File: src/rtl/burst_slave_mem_pkg.sv
// Shared definitions for the burst slave memory.
// Holds the bus widths, the default depth and the controller state encoding.
package burst_slave_mem_pkg;

  localparam int unsigned ADDR_W = 4;
  localparam int unsigned LEN_W  = 4;
  localparam int unsigned DATA_W = 32;
  localparam int unsigned DEPTH  = 16;

  typedef enum logic [1:0] {
    S_IDLE    = 2'd0,
    S_WRITE   = 2'd1,
    S_RD_WAIT = 2'd2,
    S_READ    = 2'd3
  } state_e;

endpackage

File: src/rtl/burst_addr_gen.sv
// Burst address generator: loadable wrapping word pointer plus a
// beats-remaining counter.
//   clk_i, rst_i : clock, synchronous active-high reset
//   load_i       : load ptr_i / rem_i (takes priority over step_i)
//   step_i       : advance pointer (wraps modulo 2^ADDR_W), decrement remaining
//   ptr_o, rem_o : current pointer and beats remaining
//   last_o       : exactly one beat remains
//   done_o       : no beats remain
module burst_addr_gen
  import burst_slave_mem_pkg::*;
(
  input  logic              clk_i,
  input  logic              rst_i,
  input  logic              load_i,
  input  logic [ADDR_W-1:0] ptr_i,
  input  logic [LEN_W-1:0]  rem_i,
  input  logic              step_i,
  output logic [ADDR_W-1:0] ptr_o,
  output logic [LEN_W-1:0]  rem_o,
  output logic              last_o,
  output logic              done_o
);

  logic [ADDR_W-1:0] ptr_q, ptr_d;
  logic [LEN_W-1:0]  rem_q, rem_d;

  always_comb begin
    ptr_d = ptr_q;
    rem_d = rem_q;
    if (load_i) begin
      ptr_d = ptr_i;
      rem_d = rem_i;
    end else if (step_i) begin
      ptr_d = ptr_q + 1'b1;
      rem_d = rem_q - 1'b1;
    end
  end

  always_ff @(posedge clk_i) begin
    if (rst_i) begin
      ptr_q <= '0;
      rem_q <= '0;
    end else begin
      ptr_q <= ptr_d;
      rem_q <= rem_d;
    end
  end

  assign ptr_o  = ptr_q;
  assign rem_o  = rem_q;
  assign last_o = (rem_q == LEN_W'(1));
  assign done_o = (rem_q == '0);

endmodule

File: src/rtl/burst_slave_mem.sv
// Burst slave memory: 32-bit word array with single-command write and read
// bursts, wrapping word addresses and a fixed read latency.
//   clock, reset        : clock, synchronous active-high reset
//   io_slv_wr / _rd     : one-cycle burst commands (write wins if both)
//   io_slv_address      : burst start word address
//   io_slv_length       : beat count, 0 is rejected
//   io_slv_wdata        : write beat data, one beat per cycle
//   io_slv_ready        : command / write beat accepted this cycle
//   io_slv_rdata        : registered read beat, held while not valid
//   io_slv_rddatavalid  : io_slv_rdata holds a beat
//   io_slv_drop         : one-cycle pulse, a command was discarded
module burst_slave_mem
  import burst_slave_mem_pkg::*;
#(
  parameter int unsigned RD_LATENCY = 2,
  parameter int unsigned DEPTH      = 16
) (
  input  logic        clock,
  input  logic        reset,
  input  logic        io_slv_wr,
  input  logic        io_slv_rd,
  input  logic [3:0]  io_slv_address,
  input  logic [3:0]  io_slv_length,
  input  logic [31:0] io_slv_wdata,
  output logic        io_slv_ready,
  output logic [31:0] io_slv_rdata,
  output logic        io_slv_rddatavalid,
  output logic        io_slv_drop
);

  // rdata is registered, so the READ state must start one cycle before the
  // first valid beat: RD_WAIT lasts RD_LATENCY-1 cycles, a latency of 1
  // skips it, and a latency of 0 reads the first beat in the command cycle.
  localparam logic [2:0] WAIT_INIT = (RD_LATENCY >= 2) ? 3'(RD_LATENCY - 2) : '0;

  state_e            state_q, state_d;
  logic [2:0]        wait_q, wait_d;
  logic [DATA_W-1:0] rdata_q, rdata_d;
  logic              rdv_q, rdv_d;
  logic              drop_q, drop_d;

  logic [DATA_W-1:0] mem [DEPTH];
  logic              mem_we;
  logic [ADDR_W-1:0] mem_waddr;

  logic              ag_load, ag_step, ag_last, ag_done;
  logic [ADDR_W-1:0] ag_ptr_in, ag_ptr;
  logic [LEN_W-1:0]  ag_rem_in, ag_rem;

  burst_addr_gen u_addr_gen (
    .clk_i  (clock),
    .rst_i  (reset),
    .load_i (ag_load),
    .ptr_i  (ag_ptr_in),
    .rem_i  (ag_rem_in),
    .step_i (ag_step),
    .ptr_o  (ag_ptr),
    .rem_o  (ag_rem),
    .last_o (ag_last),
    .done_o (ag_done)
  );

  always_comb begin
    state_d   = state_q;
    wait_d    = wait_q;
    rdata_d   = rdata_q;
    rdv_d     = 1'b0;
    drop_d    = 1'b0;
    ag_load   = 1'b0;
    ag_step   = 1'b0;
    ag_ptr_in = io_slv_address;
    ag_rem_in = io_slv_length;
    mem_we    = 1'b0;
    mem_waddr = ag_ptr;
    case (state_q)
      S_IDLE: begin
        if (io_slv_wr) begin
          drop_d = io_slv_rd || (io_slv_length == '0);
          if (io_slv_length != '0) begin
            mem_we    = 1'b1;
            mem_waddr = io_slv_address;
            ag_load   = 1'b1;
            ag_ptr_in = io_slv_address + 1'b1;
            ag_rem_in = io_slv_length - 1'b1;
            if (io_slv_length != LEN_W'(1)) state_d = S_WRITE;
          end
        end else if (io_slv_rd) begin
          if (io_slv_length == '0) begin
            drop_d = 1'b1;
          end else if (RD_LATENCY == 0) begin
            rdata_d   = mem[io_slv_address];
            rdv_d     = 1'b1;
            ag_load   = 1'b1;
            ag_ptr_in = io_slv_address + 1'b1;
            ag_rem_in = io_slv_length - 1'b1;
            if (io_slv_length != LEN_W'(1)) state_d = S_READ;
          end else begin
            ag_load = 1'b1;
            wait_d  = WAIT_INIT;
            state_d = (RD_LATENCY == 1) ? S_READ : S_RD_WAIT;
          end
        end
      end
      S_WRITE: begin
        drop_d = io_slv_wr || io_slv_rd;
        if (!ag_done) begin
          mem_we  = 1'b1;
          ag_step = 1'b1;
        end
        if (ag_last || ag_done) state_d = S_IDLE;
      end
      S_RD_WAIT: begin
        drop_d = io_slv_wr || io_slv_rd;
        if (wait_q == '0) state_d = S_READ;
        else              wait_d  = wait_q - 1'b1;
      end
      S_READ: begin
        drop_d = io_slv_wr || io_slv_rd;
        if (!ag_done) begin
          rdata_d = mem[ag_ptr];
          rdv_d   = 1'b1;
          ag_step = 1'b1;
        end
        if (ag_last || ag_done) state_d = S_IDLE;
      end
      default: state_d = S_IDLE;
    endcase
  end

  always_ff @(posedge clock) begin
    if (reset) begin
      state_q <= S_IDLE;
      wait_q  <= '0;
      rdata_q <= '0;
      rdv_q   <= 1'b0;
      drop_q  <= 1'b0;
    end else begin
      state_q <= state_d;
      wait_q  <= wait_d;
      rdata_q <= rdata_d;
      rdv_q   <= rdv_d;
      drop_q  <= drop_d;
    end
  end

  // Storage is never reset; a reset cycle only suppresses the write.
  always_ff @(posedge clock) begin
    if (mem_we && !reset) mem[mem_waddr] <= io_slv_wdata;
  end

  assign io_slv_ready       = (state_q == S_IDLE) || (state_q == S_WRITE);
  assign io_slv_rdata       = rdata_q;
  assign io_slv_rddatavalid = rdv_q;
  assign io_slv_drop        = drop_q;

endmodule

File: config.mk
export PLATFORM = sky130hd
export DESIGN_NAME = burst_slave_mem
export DESIGN_NICKNAME = d
export VERILOG_FILES = /design/src/rtl/burst_slave_mem_pkg.sv /design/src/rtl/burst_addr_gen.sv /design/src/rtl/burst_slave_mem.sv
export SDC_FILE = /design/constraint.sdc
export NUM_CORES = 1
export LEC_CHECK = 0
export BUFFER_PORTS_ARGS = -buffer_cell sky130_fd_sc_hd__buf_2
export CORE_ASPECT_RATIO = 0.75
export CORE_UTILIZATION = 64
export CTS_BUF_LIST = sky130_fd_sc_hd__clkbuf_2
export CTS_CLUSTER_DIAMETER = 150
export DETAILED_ROUTE_END_ITERATION = 6
export PLACE_DENSITY = 0.82
export SYNTH_ARGS = -nofsm -noshare
export SYNTH_HDL_FRONTEND = slang
export SYNTH_HIERARCHICAL = 1
export SYNTH_SLANG_ARGS = --single-unit
File: constraint.sdc
create_clock -name clock -period 4.6 [get_ports clock]
set_clock_uncertainty 0.1 [all_clocks]
set_input_delay 0.92 -clock clock [delete_from_list [all_inputs] [get_ports clock]]
set_output_delay 0.92 -clock clock [all_outputs]
set_load 0.01 [all_outputs]
==> flow_summary.html, run 1 <==
<table>
<tr><th>Metric</th><th>Value</th></tr>
<tr><th colspan="2">Logic synthesis</th></tr>
<tr><td>Distinct cell type count of the synthesized netlist</td><td>53</td></tr>
<tr><td>Number of warning messages in the yosys log</td><td>6</td></tr>
<tr><td>Sequential share of the synthesized area</td><td>74.9%</td></tr>
<tr><td>Top_reg_cell synth</td><td>sky130_fd_sc_hd__edfxtp_1</td></tr>
<tr><td>Post-synth ARST share</td><td>0%</td></tr>
<tr><td>Synthesized netlist net count</td><td>1,148</td></tr>
<tr><td>Post-synth EDFFs</td><td>512</td></tr>
<tr><td>Mean cell area of the mapped netlist</td><td>19.9 um2</td></tr>
<tr><td>Instance count of the mapped netlist</td><td>1,096</td></tr>
<tr><td>Mapped cell area</td><td>0.0218 mm2</td></tr>
<tr><td>Register bit count reported by yosys</td><td>559</td></tr>
<tr><th colspan="2">Outcome</th></tr>
<tr><td>Status</td><td>complete, no violations</td></tr>
<tr><th colspan="2">Setup path</th></tr>
<tr><td>Data arrival time of the critical path</td><td>3.92 ns</td></tr>
<tr><td>Setup slack of the most critical reg-to-reg path</td><td>1.32 ns</td></tr>
<tr><td>Type of the worst setup path</td><td>reg -&gt; reg</td></tr>
<tr><td>Element type at the critical path end</td><td>flip-flop</td></tr>
<tr><td>Launching instance or port of the critical path</td><td>u_addr_gen/rem_o[0]</td></tr>
<tr><td>RR Startpoint</td><td>u_addr_gen/rem_o[0]</td></tr>
<tr><td>Capture point of the critical path</td><td>mem[12][15]</td></tr>
<tr><td>Capture instance of the worst register-to-register path</td><td>mem[12][15]</td></tr>
<tr><td>Cell count of the worst reg-to-reg path</td><td>10</td></tr>
<tr><td>Kind of start point of the critical path</td><td>flip-flop</td></tr>
<tr><td>Worst Path Required</td><td>5.25 ns</td></tr>
<tr><td>Largest fanout on the critical path</td><td>18</td></tr>
<tr><th colspan="2">Final layout</th></tr>
<tr><td>Multi-input gate area in the final layout</td><td>0.00510 mm2</td></tr>
<tr><td>Commonest cells after routing, fill and taps aside</td><td>512 x sky130_fd_sc_hd__edfxtp_1, 185 x sky130_fd_sc_hd__clkbuf_2, 99 x sky130_fd_sc_hd__mux2i_1</td></tr>
<tr><td>Layout cell share with drive strength beyond 1</td><td>32.3%</td></tr>
<tr><td>Sequential cell area</td><td>0.0163 mm2</td></tr>
<tr><td>Most common library cell in the layout ignoring fill and taps</td><td>sky130_fd_sc_hd__edfxtp_1</td></tr>
<tr><td>Filler instances</td><td>2,111</td></tr>
<tr><td>Area growth syn-to-layout</td><td>9.93%</td></tr>
<tr><td>Nets</td><td>1,320</td></tr>
<tr><th colspan="2">Power and ir drop</th></tr>
<tr><td>Largest vdd supply drop</td><td>0.317 mV</td></tr>
<tr><td>Static leakage</td><td>7.79 nW</td></tr>
<tr><td>Total power density per cell area</td><td>450 mW/mm2</td></tr>
<tr><th colspan="2">Die</th></tr>
<tr><td>Core footprint</td><td>0.0335 mm2</td></tr>
<tr><td>Overall die width</td><td>215 um</td></tr>
<tr><td>Initial Utilization</td><td>64.9%</td></tr>
<tr><td>Cell Rows</td><td>58</td></tr>
<tr><td>Die Span Y</td><td>162 um</td></tr>
<tr><td>Die Footprint</td><td>0.0348 mm2</td></tr>
<tr><td>Ports placed on the boundary</td><td>79</td></tr>
<tr><th colspan="2">Timing</th></tr>
<tr><td>Worst setup slack after layout</td><td>1.32 ns</td></tr>
<tr><td>Setup violators final</td><td>0</td></tr>
<tr><td>Unrepaired setup endpoints after global routing</td><td>false</td></tr>
<tr><td>Slew at the pin with the worst max-slew slack</td><td>1.10 ns</td></tr>
<tr><td>Final-layout worst hold slack</td><td>0.0886 ns</td></tr>
<tr><td>Aggregate negative setup slack</td><td>0 ns</td></tr>
<tr><td>Period utilization</td><td>71.2%</td></tr>
<tr><td>Fin crit period</td><td>3.28 ns</td></tr>
<tr><td>Number of endpoints with negative hold slack in the final report</td><td>0</td></tr>
<tr><td>Worst-case headroom to the max-slew limit</td><td>26.8%</td></tr>
<tr><td>Maximum clock rate</td><td>305 MHz</td></tr>
<tr><td>Number of max-slew violations in the final report</td><td>0</td></tr>
<tr><th colspan="2">CTS</th></tr>
<tr><td>Clock insertion delay at the later pin of the skew report</td><td>1.08 ns</td></tr>
<tr><td>Clock Sink Count</td><td>559</td></tr>
<tr><td>Number of gates given a new drive strength after cts</td><td>0</td></tr>
<tr><td>Number of buffers created by CTS</td><td>120</td></tr>
<tr><td>Cell chosen for the clock root</td><td>sky130_fd_sc_hd__clkbuf_2</td></tr>
<tr><td>Clock tree from TritonCTS</td><td>yes</td></tr>
<tr><td>Clock Tree Buf Depth</td><td>3</td></tr>
<tr><td>Clock transition at the registers of the reported paths</td><td>0.12 ns</td></tr>
<tr><td>H-Tree Depth</td><td>3</td></tr>
<tr><th colspan="2">Detailed routing</th></tr>
<tr><td>Total detailed-routing wirelength</td><td>44.6 mm</td></tr>
<tr><td>Initial DRC Count</td><td>1,124</td></tr>
<tr><td>Number of iterations in the first detailed-routing pass</td><td>7</td></tr>
<tr><td>Vias post-DR</td><td>11,300</td></tr>
<tr><td>Final routed wire length divided by cell count</td><td>24.6 um</td></tr>
<tr><td>DR vias/cell</td><td>6.20</td></tr>
<tr><td>Remaining design rule violation count</td><td>0</td></tr>
<tr><td>Residual antenna-violating net count after detailed routing</td><td>0</td></tr>
<tr><th colspan="2">Global routing</th></tr>
<tr><td>Number of global-route vias before repair</td><td>11,700</td></tr>
<tr><td>Total Routing Usage GR</td><td>26.8%</td></tr>
<tr><td>First-pass GRT wire length</td><td>68.6 mm</td></tr>
<tr><td>Overall overflow remaining after global route</td><td>0</td></tr>
<tr><td>Number of antenna violations at the first check in global routing</td><td>1</td></tr>
<tr><td>Largest net degree at the start of global routing</td><td>48</td></tr>
<tr><th colspan="2">Min path</th></tr>
<tr><td>HP Start</td><td>io_slv_rd</td></tr>
<tr><td>Instance count along the most critical hold path</td><td>3</td></tr>
<tr><td>Hold Crit Class</td><td>in -&gt; reg</td></tr>
<tr><th colspan="2">Placement</th></tr>
<tr><td>Final estimated routing congestion in global placement</td><td>0.783</td></tr>
<tr><td>Placement Setup Slack</td><td>0.781 ns</td></tr>
<tr><td>Total of buffers placed on input and output ports</td><td>78</td></tr>
<tr><td>Placed wire-length estimate</td><td>26.0 mm</td></tr>
<tr><th colspan="2">Flow run</th></tr>
<tr><td>Max cap viols</td><td>0</td></tr>
</table>
-- critical path, stage by stage (launching register included) --
cell and delay, ns:
sky130_fd_sc_hd__dfxtp_1 0.45, sky130_fd_sc_hd__inv_1 0.07, sky130_fd_sc_hd__ha_1 0.22, sky130_fd_sc_hd__nor3b_1 0.21, sky130_fd_sc_hd__nand2b_1 0.24, sky130_fd_sc_hd__inv_1 0.39, sky130_fd_sc_hd__and3_1 0.22, sky130_fd_sc_hd__o21ai_1 0.07
sky130_fd_sc_hd__buf_4 0.19, sky130_fd_sc_hd__nor2_4 0.52, sky130_fd_sc_hd__buf_12 0.27
-- kinds of logic (layout without fill, tap and decap cells) --
family	Yosys count	after routing	synth area share, %
xor gates and xnor gates	10	10	0.402
buffers and inverters	80	350	2.30
AOI/OAI and AO/OA	134	134	4.55
adders and majority gates	9	9	0.506
muxes	196	196	14.5
DFF	559	559	74.9
and+or+nand+nor	108	108	2.77
other	0	1	0
-- metrics by stage --
stage          instances  instance area, um2  power [mW]  util, %
2_1_floorplan       1096               21800        7.40        -
4_1_cts             1815               23900        10.9     71.4
5_1_grt             1817               23900        11.2     71.4
3_3_place_gp        1595               22800        7.78     67.9
3_5_place_dp        1595               22800        7.85     67.9
6_report            1817               23900        10.8     71.4
-- layout make-up --
class / instances / share of cell area, %
Sequential cell: 559 / 68.2
Multi-Input combinational cell: 457 / 21.3
Clock buffer: 185 / 3.87
Timing Repair Buffer: 113 / 3.05
Tap cell: 450 / 2.35
Clock inverter: 35 / 0.910
Inverter: 17 / 0.267
Antenna cell: 1 / 0.0105
-- power by group --
group	internal [mW]	total (mW)	switching, mW	leakage [nW]
registers	5.70	5.90	0.201	4.99
logic	0.857	1.82	0.963	1.93
clock network	1.23	3.06	1.83	0.874
total	7.79	10.8	2.99	7.79
-- worst min path at each step --
stage / end / slack [ns]
after floorplan: wait_q[1] / 0.36
after global placement: io_slv_rdata[22] / 0.35
after detailed placement: io_slv_rdata[23] / 0.35
after CTS: mem[4][31] / 0.003
after global routing: mem[14][10] / 0.003
final: state_q[1] / 0.09
-- sequential cells by signal, indices dropped and copies added (netlist names) --
name,count
io_slv_rddatavalid,1
wait_q,3
state_q,2
u_addr_gen/rem_o,4
mem,512
u_addr_gen/ptr_o,4
io_slv_drop,1
io_slv_rdata,32
-- metal layers --
layer | vias up | global-route usage (%) | share of wire, %
met1 | 5751 | 38.8 | 43
met2 | 539 | 41.3 | 47
met5 | - | 0 | 0
li1 | 4901 | - | -
met3 | 70 | 6.07 | 8.1
met4 | 0 | 8.48 | 1.7
-- synth_stat cells (2+ instances only) --
library cell               instances  area (um2)
sky130_fd_sc_hd__a21oi_1           9        45.0
sky130_fd_sc_hd__a22oi_1          32         240
sky130_fd_sc_hd__a31oi_2           3        37.5
sky130_fd_sc_hd__and2_1            2        12.5
sky130_fd_sc_hd__buf_1             4        15.0
sky130_fd_sc_hd__buf_12            3        60.1
sky130_fd_sc_hd__buf_2            16        80.1
sky130_fd_sc_hd__buf_4            14         105
sky130_fd_sc_hd__buf_6             7        78.8
sky130_fd_sc_hd__buf_8             2        30.0
sky130_fd_sc_hd__clkbuf_1         16        60.1
sky130_fd_sc_hd__dfxtp_1          47         941
sky130_fd_sc_hd__edfxtp_1        512       15400
sky130_fd_sc_hd__ha_1              8         100
sky130_fd_sc_hd__inv_1            17        63.8
sky130_fd_sc_hd__mux2i_1          99         991
sky130_fd_sc_hd__mux4_2           96        2160
sky130_fd_sc_hd__nand2_1          48         180
sky130_fd_sc_hd__nand2b_1          4        25.0
sky130_fd_sc_hd__nand4_1           2        12.5
sky130_fd_sc_hd__nor2_1           25        93.8
sky130_fd_sc_hd__nor2b_1           3        18.8
sky130_fd_sc_hd__nor3_1            3        15.0
sky130_fd_sc_hd__nor3b_1           5        37.5
sky130_fd_sc_hd__nor4_1            2        12.5
sky130_fd_sc_hd__nor4b_2           3        45.0
sky130_fd_sc_hd__nor4b_4           2        47.6
sky130_fd_sc_hd__o211ai_1         64         480
sky130_fd_sc_hd__o21a_1            4        30.0
sky130_fd_sc_hd__o21ai_0           8        40.0
sky130_fd_sc_hd__o21ai_1           3        15.0
sky130_fd_sc_hd__o31ai_1           4        30.0
sky130_fd_sc_hd__xnor2_1           7        61.3
sky130_fd_sc_hd__xor2_1            3        26.3
-- what timing repair did --
action	4_1_cts	5_1_grt
endpoints found under the setup margin	0	0
setup buffers	0	0
endpoints found under the hold margin	0	4
hold buffers	0	1
(Power assumes the default switching activity.)
==> run 2, diff against run 1 <==
==> constraint.sdc (replaced) <==
create_clock -name clock -period 3.08 [get_ports clock]
set_clock_uncertainty 0.1 [all_clocks]
set_input_delay 0.616 -clock clock [delete_from_list [all_inputs] [get_ports clock]]
set_output_delay 0.616 -clock clock [all_outputs]
set_load 0.01 [all_outputs]
==> flow_summary.html, run 2 (synthesis gave the netlist of run 1 again) <==
<table>
<tr><th>Metric</th><th>Value</th></tr>
<tr><th colspan="2">Die</th></tr>
<tr><td>Overall die width</td><td>215 um (unchanged)</td></tr>
<tr><td>Initial Utilization</td><td>64.9% (unchanged)</td></tr>
<tr><td>Die Span Y</td><td>162 um (unchanged)</td></tr>
<tr><td>Core footprint</td><td>0.0335 mm2 (unchanged)</td></tr>
<tr><td>Ports placed on the boundary</td><td>79 (unchanged)</td></tr>
<tr><td>Die Footprint</td><td>0.0348 mm2 (unchanged)</td></tr>
<tr><td>Cell Rows</td><td>58 (unchanged)</td></tr>
<tr><th colspan="2">Power and ir drop</th></tr>
<tr><td>Combinational group share of total power</td><td>18.8% (+1.9 points)</td></tr>
<tr><td>Largest vdd supply drop</td><td>0.495 mV (+56%)</td></tr>
<tr><td>Total power density per cell area</td><td>659 mW/mm2 (+46%)</td></tr>
<tr><td>Cell internal power dissipation</td><td>11.8 mW (+51%)</td></tr>
<tr><td>Sw Ratio</td><td>28.0% (+0.24 points)</td></tr>
<tr><td>Share of power burned in registers</td><td>53.6% (-1.1 points)</td></tr>
<tr><td>Clock Power Share</td><td>27.7% (-0.7 points)</td></tr>
<tr><td>Static leakage</td><td>8.17 nW (+4.9%)</td></tr>
<tr><td>Net switching power</td><td>4.57 mW (+53%)</td></tr>
<tr><th colspan="2">Final layout</th></tr>
<tr><td>Commonest cells after routing, fill and taps aside</td><td>512 x sky130_fd_sc_hd__edfxtp_1, 181 x sky130_fd_sc_hd__clkbuf_2, 99 x sky130_fd_sc_hd__mux2i_1</td></tr>
<tr><td>Largest register by flop count</td><td>mem</td></tr>
<tr><td>Area growth syn-to-layout</td><td>13.9%</td></tr>
<tr><td>Post-route cell area</td><td>0.0248 mm2 (+3.6%)</td></tr>
<tr><td>Filler instances</td><td>1,948 (-7.7%)</td></tr>
<tr><td>Layout cell share with drive strength beyond 1</td><td>33.0% (+0.73 points)</td></tr>
<tr><td>Largest register FFs</td><td>512 (unchanged)</td></tr>
<tr><td>Nets</td><td>1,399 (+6.0%)</td></tr>
<tr><td>Most common library cell in the layout ignoring fill and taps</td><td>sky130_fd_sc_hd__edfxtp_1</td></tr>
<tr><th colspan="2">Setup path</th></tr>
<tr><td>RR Startpoint</td><td>u_addr_gen/rem_o[1]</td></tr>
<tr><td>Capture instance of the worst register-to-register path</td><td>mem[12][13]</td></tr>
<tr><td>Element type at the critical path end</td><td>flip-flop</td></tr>
<tr><td>Data arrival time of the critical path</td><td>3.54 ns (-0.38 ns)</td></tr>
<tr><td>Type of the worst setup path</td><td>in -&gt; reg</td></tr>
<tr><td>Worst Path Required</td><td>3.58 ns (-1.67 ns)</td></tr>
<tr><td>Setup slack of the most critical reg-to-reg path</td><td>0.14 ns (-1.18 ns)</td></tr>
<tr><td>Worst-path cell chain</td><td>dlygate4sd3_1 &gt; buf_2 &gt; inv_1 &gt; ha_1 &gt; or3b_2 &gt; nand2b_1 &gt; a31oi_2 &gt; buf_4 &gt; nor2_4</td></tr>
<tr><td>Cell with the largest stage delay on the worst path</td><td>sky130_fd_sc_hd__nor2_4</td></tr>
<tr><td>Largest fanout on the critical path</td><td>32 (+14)</td></tr>
<tr><td>Kind of start point of the critical path</td><td>input pin</td></tr>
<tr><td>Delay of the slowest critical-path stage</td><td>0.90 ns (+0.38 ns)</td></tr>
<tr><td>Cell count of the worst reg-to-reg path</td><td>9 (-1)</td></tr>
<tr><th colspan="2">Outcome</th></tr>
<tr><td>Violated checks</td><td>design-rule violations</td></tr>
<tr><td>Status</td><td>complete, but fails checks</td></tr>
<tr><th colspan="2">Detailed routing</th></tr>
<tr><td>Total detailed-routing wirelength</td><td>47.8 mm (+7.0%)</td></tr>
<tr><td>Initial DRC Count</td><td>1,355 (+21%)</td></tr>
<tr><td>DR vias/cell</td><td>6.19 (-0.11%)</td></tr>
<tr><td>Vias post-DR</td><td>11,700 (+4.1%)</td></tr>
<tr><td>Number of iterations in the first detailed-routing pass</td><td>7 (unchanged)</td></tr>
<tr><td>Final routed wire length divided by cell count</td><td>25.2 um (+2.7%)</td></tr>
<tr><td>Remaining design rule violation count</td><td>1 (+1)</td></tr>
<tr><td>Residual antenna-violating net count after detailed routing</td><td>0 (unchanged)</td></tr>
<tr><th colspan="2">Global routing</th></tr>
<tr><td>Met2 capacity usage during global routing</td><td>43.7% (+2.4 points)</td></tr>
<tr><td>Total Routing Usage GR</td><td>28.0% (+1.2 points)</td></tr>
<tr><td>Fraction of met3 tracks used by global routing</td><td>7.58% (+1.5 points)</td></tr>
<tr><td>Largest net degree at the start of global routing</td><td>41 (-15%)</td></tr>
<tr><td>Overall overflow remaining after global route</td><td>0 (unchanged)</td></tr>
<tr><td>Number of antenna violations at the first check in global routing</td><td>1 (unchanged)</td></tr>
<tr><td>Met1 capacity usage during global routing</td><td>39.4% (+0.57 points)</td></tr>
<tr><td>Layer with the highest usage</td><td>met2</td></tr>
<tr><td>First-pass GRT wire length</td><td>70.5 mm (+2.8%)</td></tr>
<tr><td>Number of global-route vias before repair</td><td>11,900 (+1.9%)</td></tr>
<tr><th colspan="2">Timing</th></tr>
<tr><td>Fin crit period</td><td>3.04 ns</td></tr>
<tr><td>Maximum clock rate</td><td>329 MHz</td></tr>
<tr><td>Final-layout worst hold slack</td><td>0.198 ns (+0.109 ns)</td></tr>
<tr><td>Number of max-slew violations in the final report</td><td>0 (unchanged)</td></tr>
<tr><td>Slew at the pin with the worst max-slew slack</td><td>1.19 ns (+0.0966 ns)</td></tr>
<tr><td>Period utilization</td><td>98.8%</td></tr>
<tr><td>Worst-case headroom to the max-slew limit</td><td>20.3% (-6.5 points)</td></tr>
<tr><td>Number of endpoints with negative hold slack in the final report</td><td>0 (unchanged)</td></tr>
<tr><td>Setup violators final</td><td>0 (unchanged)</td></tr>
<tr><th colspan="2">CTS</th></tr>
<tr><td>Number of buffers created by CTS</td><td>118 (-1.7%)</td></tr>
<tr><td>Setup Buffers After CTS</td><td>0 (unchanged)</td></tr>
<tr><td>Clock insertion delay at the later pin of the skew report</td><td>1.03 ns (-0.05 ns)</td></tr>
<tr><td>Clock Sink Count</td><td>559 (unchanged)</td></tr>
<tr><td>Clock Tree Buf Depth</td><td>3 (unchanged)</td></tr>
<tr><td>Clock tree from TritonCTS</td><td>yes</td></tr>
<tr><td>Cell chosen for the clock root</td><td>sky130_fd_sc_hd__clkbuf_2</td></tr>
<tr><td>Clock transition at the registers of the reported paths</td><td>0.10 ns (-0.02 ns)</td></tr>
<tr><td>H-Tree Depth</td><td>3 (unchanged)</td></tr>
<tr><th colspan="2">Flow run</th></tr>
<tr><td>Max cap viols</td><td>0 (unchanged)</td></tr>
<tr><th colspan="2">Placement</th></tr>
<tr><td>Final estimated routing congestion in global placement</td><td>0.849 (+8.4%)</td></tr>
<tr><td>Total of buffers placed on input and output ports</td><td>78 (unchanged)</td></tr>
<tr><td>Post-placement cell area</td><td>0.0232 mm2 (+1.9%)</td></tr>
<tr><td>Placed wire-length estimate</td><td>27.9 mm (+7.5%)</td></tr>
<tr><th colspan="2">Min path</th></tr>
<tr><td>Hold Crit Class</td><td>in -&gt; reg</td></tr>
<tr><td>Instance count along the most critical hold path</td><td>6 (+3)</td></tr>
<tr><td>Endpoint of the worst hold path</td><td>u_addr_gen/rem_o[0]</td></tr>
<tr><td>HP Start</td><td>io_slv_length[0]</td></tr>
</table>
## run 2: changes by cell type in the layout (fill, tap and decap cells not counted), moves of 2 or more
cell / previous run / this run
sky130_fd_sc_hd__dlygate4sd3_1: 1 / 45
sky130_fd_sc_hd__clkbuf_2: 185 / 181
sky130_fd_sc_hd__buf_4: 28 / 51
sky130_fd_sc_hd__clkinv_2: 2 / 5
sky130_fd_sc_hd__inv_2: 2 / 0
sky130_fd_sc_hd__buf_12: 6 / 19
## run 2: area by class of cell
cell class | count | area (um2) | share of cell area (%)
Clock inverter | 34 | 213 | 0.858
Timing Repair Buffer | 193 | 1600 | 6.47
Clock buffer | 181 | 906 | 3.65
Antenna cell | 1 | 2.50 | 0.0101
Tap cell | 450 | 563 | 2.27
Sequential cell | 559 | 16300 | 65.9
Inverter | 17 | 63.8 | 0.257
Multi-Input combinational cell | 458 | 5110 | 20.6
## run 2: layer usage
layer  wire length [um]  vias to the layer above
met5                  0                        -
met4               1090                        0
met3               4910                       86
met2              22800                      685
met1              19000                     5887
li1                   -                     5061
## run 2: metrics by stage
step | setup TNS (ns) | worst slack [ns] | instances | utilization [%] | power [mW]
CTS | 0 | 0.0366 | 1891 | 73.9 | 16.4
global route | -0.000399 | -0.000399 | 1893 | 73.9 | 17.0
global placement | -17.73 | -0.254 | 1631 | 69.2 | 11.8
finish | 0 | 0.0379 | 1893 | 73.9 | 16.3
floorplan | -24.09 | -0.0747 | 1096 | - | 11.1
detailed placement | -21.85 | -0.274 | 1631 | 69.2 | 11.9
## run 2: power by group through the flow
stage / clock network (mW) / logic, mW / registers [mW]
after floorplan: 0 / 2.31 / 8.77
final: 4.52 / 3.06 / 8.75
after detailed placement: 0 / 2.99 / 8.92
after CTS: 4.59 / 3.04 / 8.75
after global routing: 4.95 / 3.24 / 8.78
after global placement: 0 / 2.93 / 8.91
## run 2: critical path: cells and delay by family
kind	cells	cell delay, ns
buf+inv	4	0.96
simple gates	3	1.54
fa+ha+maj	1	0.18
compound gates	1	0.22
## run 2: what timing repair did
item,4_1_cts,5_1_grt
hold buffers,45,0
endpoints found under the hold margin,527,0
resized for setup,0,2
setup endpoints to repair,0,74
## run 2: worst max-delay path by stage
stage	start	endpoint	slack (ns)	depth (start not counted)
floorplan	io_slv_length[0]	mem[11][0]	-0.07	7
global placement	io_slv_length[0]	mem[15][11]	-0.25	8
detailed placement	io_slv_length[0]	mem[15][14]	-0.27	8
CTS	u_addr_gen/rem_o[1]	mem[12][13]	0.04	9
global route	u_addr_gen/rem_o[1]	mem[12][13]	-0.0004	9
finish	io_slv_length[1]	mem[12][13]	0.04	9
==> run 3, diff against run 2 <==
--- a/config.mk
+++ b/config.mk
@@ -12,6 +12,7 @@
 export CTS_CLUSTER_DIAMETER = 150
 export DETAILED_ROUTE_END_ITERATION = 6
 export PLACE_DENSITY = 0.82
+export SETUP_SLACK_MARGIN = 0.2
 export SYNTH_ARGS = -nofsm -noshare
 export SYNTH_HDL_FRONTEND = slang
 export SYNTH_HIERARCHICAL = 1
==> flow_summary.html, run 3 (synthesis gave the netlist of run 1 again) <==
<table>
<tr><th>Metric</th><th>Value</th></tr>
<tr><th colspan="2">Timing</th></tr>
<tr><td>Slew at the pin with the worst max-slew slack</td><td>1.26 ns (+0.0710 ns)</td></tr>
<tr><td>Period utilization</td><td>102% (+3.6 points)</td></tr>
<tr><td>Number of endpoints with negative hold slack in the final report</td><td>0 (unchanged)</td></tr>
<tr><td>Worst setup slack after layout</td><td>-0.0716 ns (-0.110 ns)</td></tr>
<tr><td>Number of max-slew violations in the final report</td><td>0 (unchanged)</td></tr>
<tr><td>Setup violators final</td><td>16 (+16)</td></tr>
<tr><td>Maximum clock rate</td><td>317 MHz (-3.5%)</td></tr>
<tr><td>Unrepaired setup endpoints after global routing</td><td>true</td></tr>
<tr><td>Fin crit period</td><td>3.15 ns (+0.110 ns)</td></tr>
<tr><td>Worst-case headroom to the max-slew limit</td><td>15.7% (-4.6 points)</td></tr>
<tr><th colspan="2">Placement</th></tr>
<tr><td>Final estimated routing congestion in global placement</td><td>0.849 (unchanged)</td></tr>
<tr><td>Total of buffers placed on input and output ports</td><td>78 (unchanged)</td></tr>
<tr><td>Placed wire-length estimate</td><td>27.9 mm (unchanged)</td></tr>
<tr><td>Placed Instances</td><td>1,631 (unchanged)</td></tr>
<tr><th colspan="2">Detailed routing</th></tr>
<tr><td>Max layer used</td><td>met4</td></tr>
<tr><td>Initial DRC Count</td><td>1,355 (unchanged)</td></tr>
<tr><td>Detail Route met2 WL</td><td>22.8 mm (+0.26%)</td></tr>
<tr><td>Remaining design rule violation count</td><td>1 (unchanged)</td></tr>
<tr><td>Detailed-routed wire length on met3</td><td>5.08 mm (+3.4%)</td></tr>
<tr><td>DR vias/cell</td><td>6.17 (-0.38%)</td></tr>
<tr><td>Final routed wire length divided by cell count</td><td>25.5 um (+0.84%)</td></tr>
<tr><td>Number of iterations in the first detailed-routing pass</td><td>7 (unchanged)</td></tr>
<tr><td>Vias post-DR</td><td>11,700 (-0.27%)</td></tr>
<tr><td>Total detailed-routing wirelength</td><td>48.2 mm (+0.95%)</td></tr>
<tr><td>M1 wire length</td><td>19.3 mm (+1.4%)</td></tr>
<tr><td>Residual antenna-violating net count after detailed routing</td><td>0 (unchanged)</td></tr>
<tr><th colspan="2">CTS</th></tr>
<tr><td>H-Tree Depth</td><td>3 (unchanged)</td></tr>
<tr><td>Number of buffers created by CTS</td><td>118 (unchanged)</td></tr>
<tr><td>Clock transition at the registers of the reported paths</td><td>0.10 ns (about the same)</td></tr>
<tr><td>Clock tree from TritonCTS</td><td>yes</td></tr>
<tr><td>Clock Tree Buf Depth</td><td>3 (unchanged)</td></tr>
<tr><td>Clock Sink Count</td><td>559 (unchanged)</td></tr>
<tr><td>Cell chosen for the clock root</td><td>sky130_fd_sc_hd__clkbuf_2</td></tr>
<tr><td>Clock insertion delay at the later pin of the skew report</td><td>1.02 ns (about the same)</td></tr>
<tr><td>Setup Buffers After CTS</td><td>0 (unchanged)</td></tr>
<tr><th colspan="2">Power and ir drop</th></tr>
<tr><td>Total power density per cell area</td><td>658 mW/mm2 (-0.12%)</td></tr>
<tr><td>Static leakage</td><td>8.18 nW (about the same)</td></tr>
<tr><td>Largest vdd supply drop</td><td>0.493 mV (-0.53%)</td></tr>
<tr><th colspan="2">Min path</th></tr>
<tr><td>Hold Crit Class</td><td>in -&gt; reg</td></tr>
<tr><th colspan="2">Outcome</th></tr>
<tr><td>Violated checks</td><td>design-rule violations, negative setup slack</td></tr>
<tr><td>Status</td><td>complete, but fails checks</td></tr>
<tr><th colspan="2">Setup path</th></tr>
<tr><td>Element type at the critical path end</td><td>flip-flop</td></tr>
<tr><td>Kind of start point of the critical path</td><td>input pin</td></tr>
<tr><td>Data arrival time of the critical path</td><td>3.67 ns (+0.13 ns)</td></tr>
<tr><td>Largest fanout on the critical path</td><td>16 (-50%)</td></tr>
<tr><td>Type of the worst setup path</td><td>in -&gt; reg</td></tr>
<tr><td>Worst Path Required</td><td>3.60 ns (+0.02 ns)</td></tr>
<tr><th colspan="2">Die</th></tr>
<tr><td>Cell Rows</td><td>58 (unchanged)</td></tr>
<tr><td>Initial Utilization</td><td>64.9% (unchanged)</td></tr>
<tr><td>Ports placed on the boundary</td><td>79 (unchanged)</td></tr>
<tr><td>Overall die width</td><td>215 um (unchanged)</td></tr>
<tr><td>Die Footprint</td><td>0.0348 mm2 (unchanged)</td></tr>
<tr><td>Core footprint</td><td>0.0335 mm2 (unchanged)</td></tr>
<tr><td>Die Span Y</td><td>162 um (unchanged)</td></tr>
<tr><th colspan="2">Final layout</th></tr>
<tr><td>Final cell utilization of the core</td><td>74.0% (+0.10 points)</td></tr>
<tr><td>Commonest cells after routing, fill and taps aside</td><td>512 x sky130_fd_sc_hd__edfxtp_1, 181 x sky130_fd_sc_hd__clkbuf_2, 99 x sky130_fd_sc_hd__mux2i_1</td></tr>
<tr><td>Layout cell share with drive strength beyond 1</td><td>33.1% (+0.093 points)</td></tr>
<tr><td>Most common library cell in the layout ignoring fill and taps</td><td>sky130_fd_sc_hd__edfxtp_1</td></tr>
<tr><td>Nets</td><td>1,401 (+0.14%)</td></tr>
<tr><td>Post-route non-filler standard cell count</td><td>1,895 (+0.11%)</td></tr>
<tr><td>Area growth syn-to-layout</td><td>14.0%</td></tr>
<tr><td>Largest register by flop count</td><td>mem</td></tr>
<tr><td>Filler instances</td><td>1,936 (-0.62%)</td></tr>
<tr><td>Largest register FFs</td><td>512 (unchanged)</td></tr>
<tr><th colspan="2">Global routing</th></tr>
<tr><td>First-pass GRT wire length</td><td>70.9 mm (+0.56%)</td></tr>
<tr><td>Number of global-route vias before repair</td><td>11,900 (-0.034%)</td></tr>
<tr><td>Total Routing Usage GR</td><td>28.2% (+0.23 points)</td></tr>
<tr><td>Largest net degree at the start of global routing</td><td>41 (unchanged)</td></tr>
<tr><td>Number of antenna violations at the first check in global routing</td><td>1 (unchanged)</td></tr>
<tr><td>Overall overflow remaining after global route</td><td>0 (unchanged)</td></tr>
<tr><th colspan="2">Flow run</th></tr>
<tr><td>Max cap viols</td><td>0 (unchanged)</td></tr>
</table>
==> run 3: layer usage <==
| layer | up-vias | GRT usage (%) |
|---|---|---|
| met1 | 5921 | 39.6 |
| met5 | - | 0 |
| met4 | 0 | 8.38 |
| li1 | 5061 | - |
| met3 | 76 | 8.15 |
| met2 | 629 | 44.0 |
==> run 3: repair_timing <==
| item | 4_1_cts | 5_1_grt |
|---|---|---|
| cloned | 1 | 2 |
| endpoints found under the hold margin | 527 | 0 |
| pin swaps | 1 | 2 |
| hold buffers | 45 | 0 |
| gates resized for setup | 0 | 5 |
| setup endpoints to repair | 64 | 81 |
==> run 3: cell type report <==
cell class	instances	area (um2)	area share, %
Timing Repair Buffer	193	1610	6.47
Tap cell	450	563	2.27
Antenna cell	1	2.50	0.0101
Multi-Input combinational cell	460	5140	20.7
Clock inverter	34	213	0.857
Inverter	17	63.8	0.257
Clock buffer	181	906	3.65
Sequential cell	559	16300	65.8
==> run 3: worst paths after layout <==
path / start / slack [ns] / endpoint / depth (start not counted)
max: io_slv_length[1] / -0.07 / mem[12][23] / 9
min: io_slv_length[0] / 0.21 / u_addr_gen/rem_o[3] / 6
max reg2reg: u_addr_gen/rem_o[1] / 0.02 / mem[12][23] / 9
min reg2reg: io_slv_rdata[23] / 0.38 / io_slv_rdata[23] / 2
==> run 3: per-stage QoR <==
stage | hold WS, ns | cell area (um2) | setup WS [ns] | setup TNS, ns | power (mW)
floorplan | 0.361 | 21800 | -0.0747 | -24.09 | 11.1
global placement | 0.353 | 23200 | -0.254 | -17.73 | 11.8
detailed placement | 0.358 | 23200 | -0.274 | -21.85 | 11.9
CTS | 0.0150 | 24800 | 0.0572 | 0 | 16.4
global route | 0.135 | 24800 | -0.0989 | -2.38 | 17.0
finish | 0.213 | 24800 | -0.0716 | -0.841 | 16.3
==> run 3: worst max-delay path: stages <==
cell and delay, ns:
sky130_fd_sc_hd__dlygate4sd3_1 0.55, sky130_fd_sc_hd__buf_2 0.13, sky130_fd_sc_hd__inv_1 0.08, sky130_fd_sc_hd__ha_2 0.19, sky130_fd_sc_hd__or3b_2 0.46, sky130_fd_sc_hd__nand2b_1 0.18
sky130_fd_sc_hd__a31oi_2 0.24, sky130_fd_sc_hd__buf_4 0.25, sky130_fd_sc_hd__nor2_2 0.97
==> run 3: report_power, final <==
group          leakage [nW]  internal, mW  switching, mW
sequential             4.99          8.51          0.225
clock                 0.855          1.80           2.70
combinational          2.33          1.44           1.64
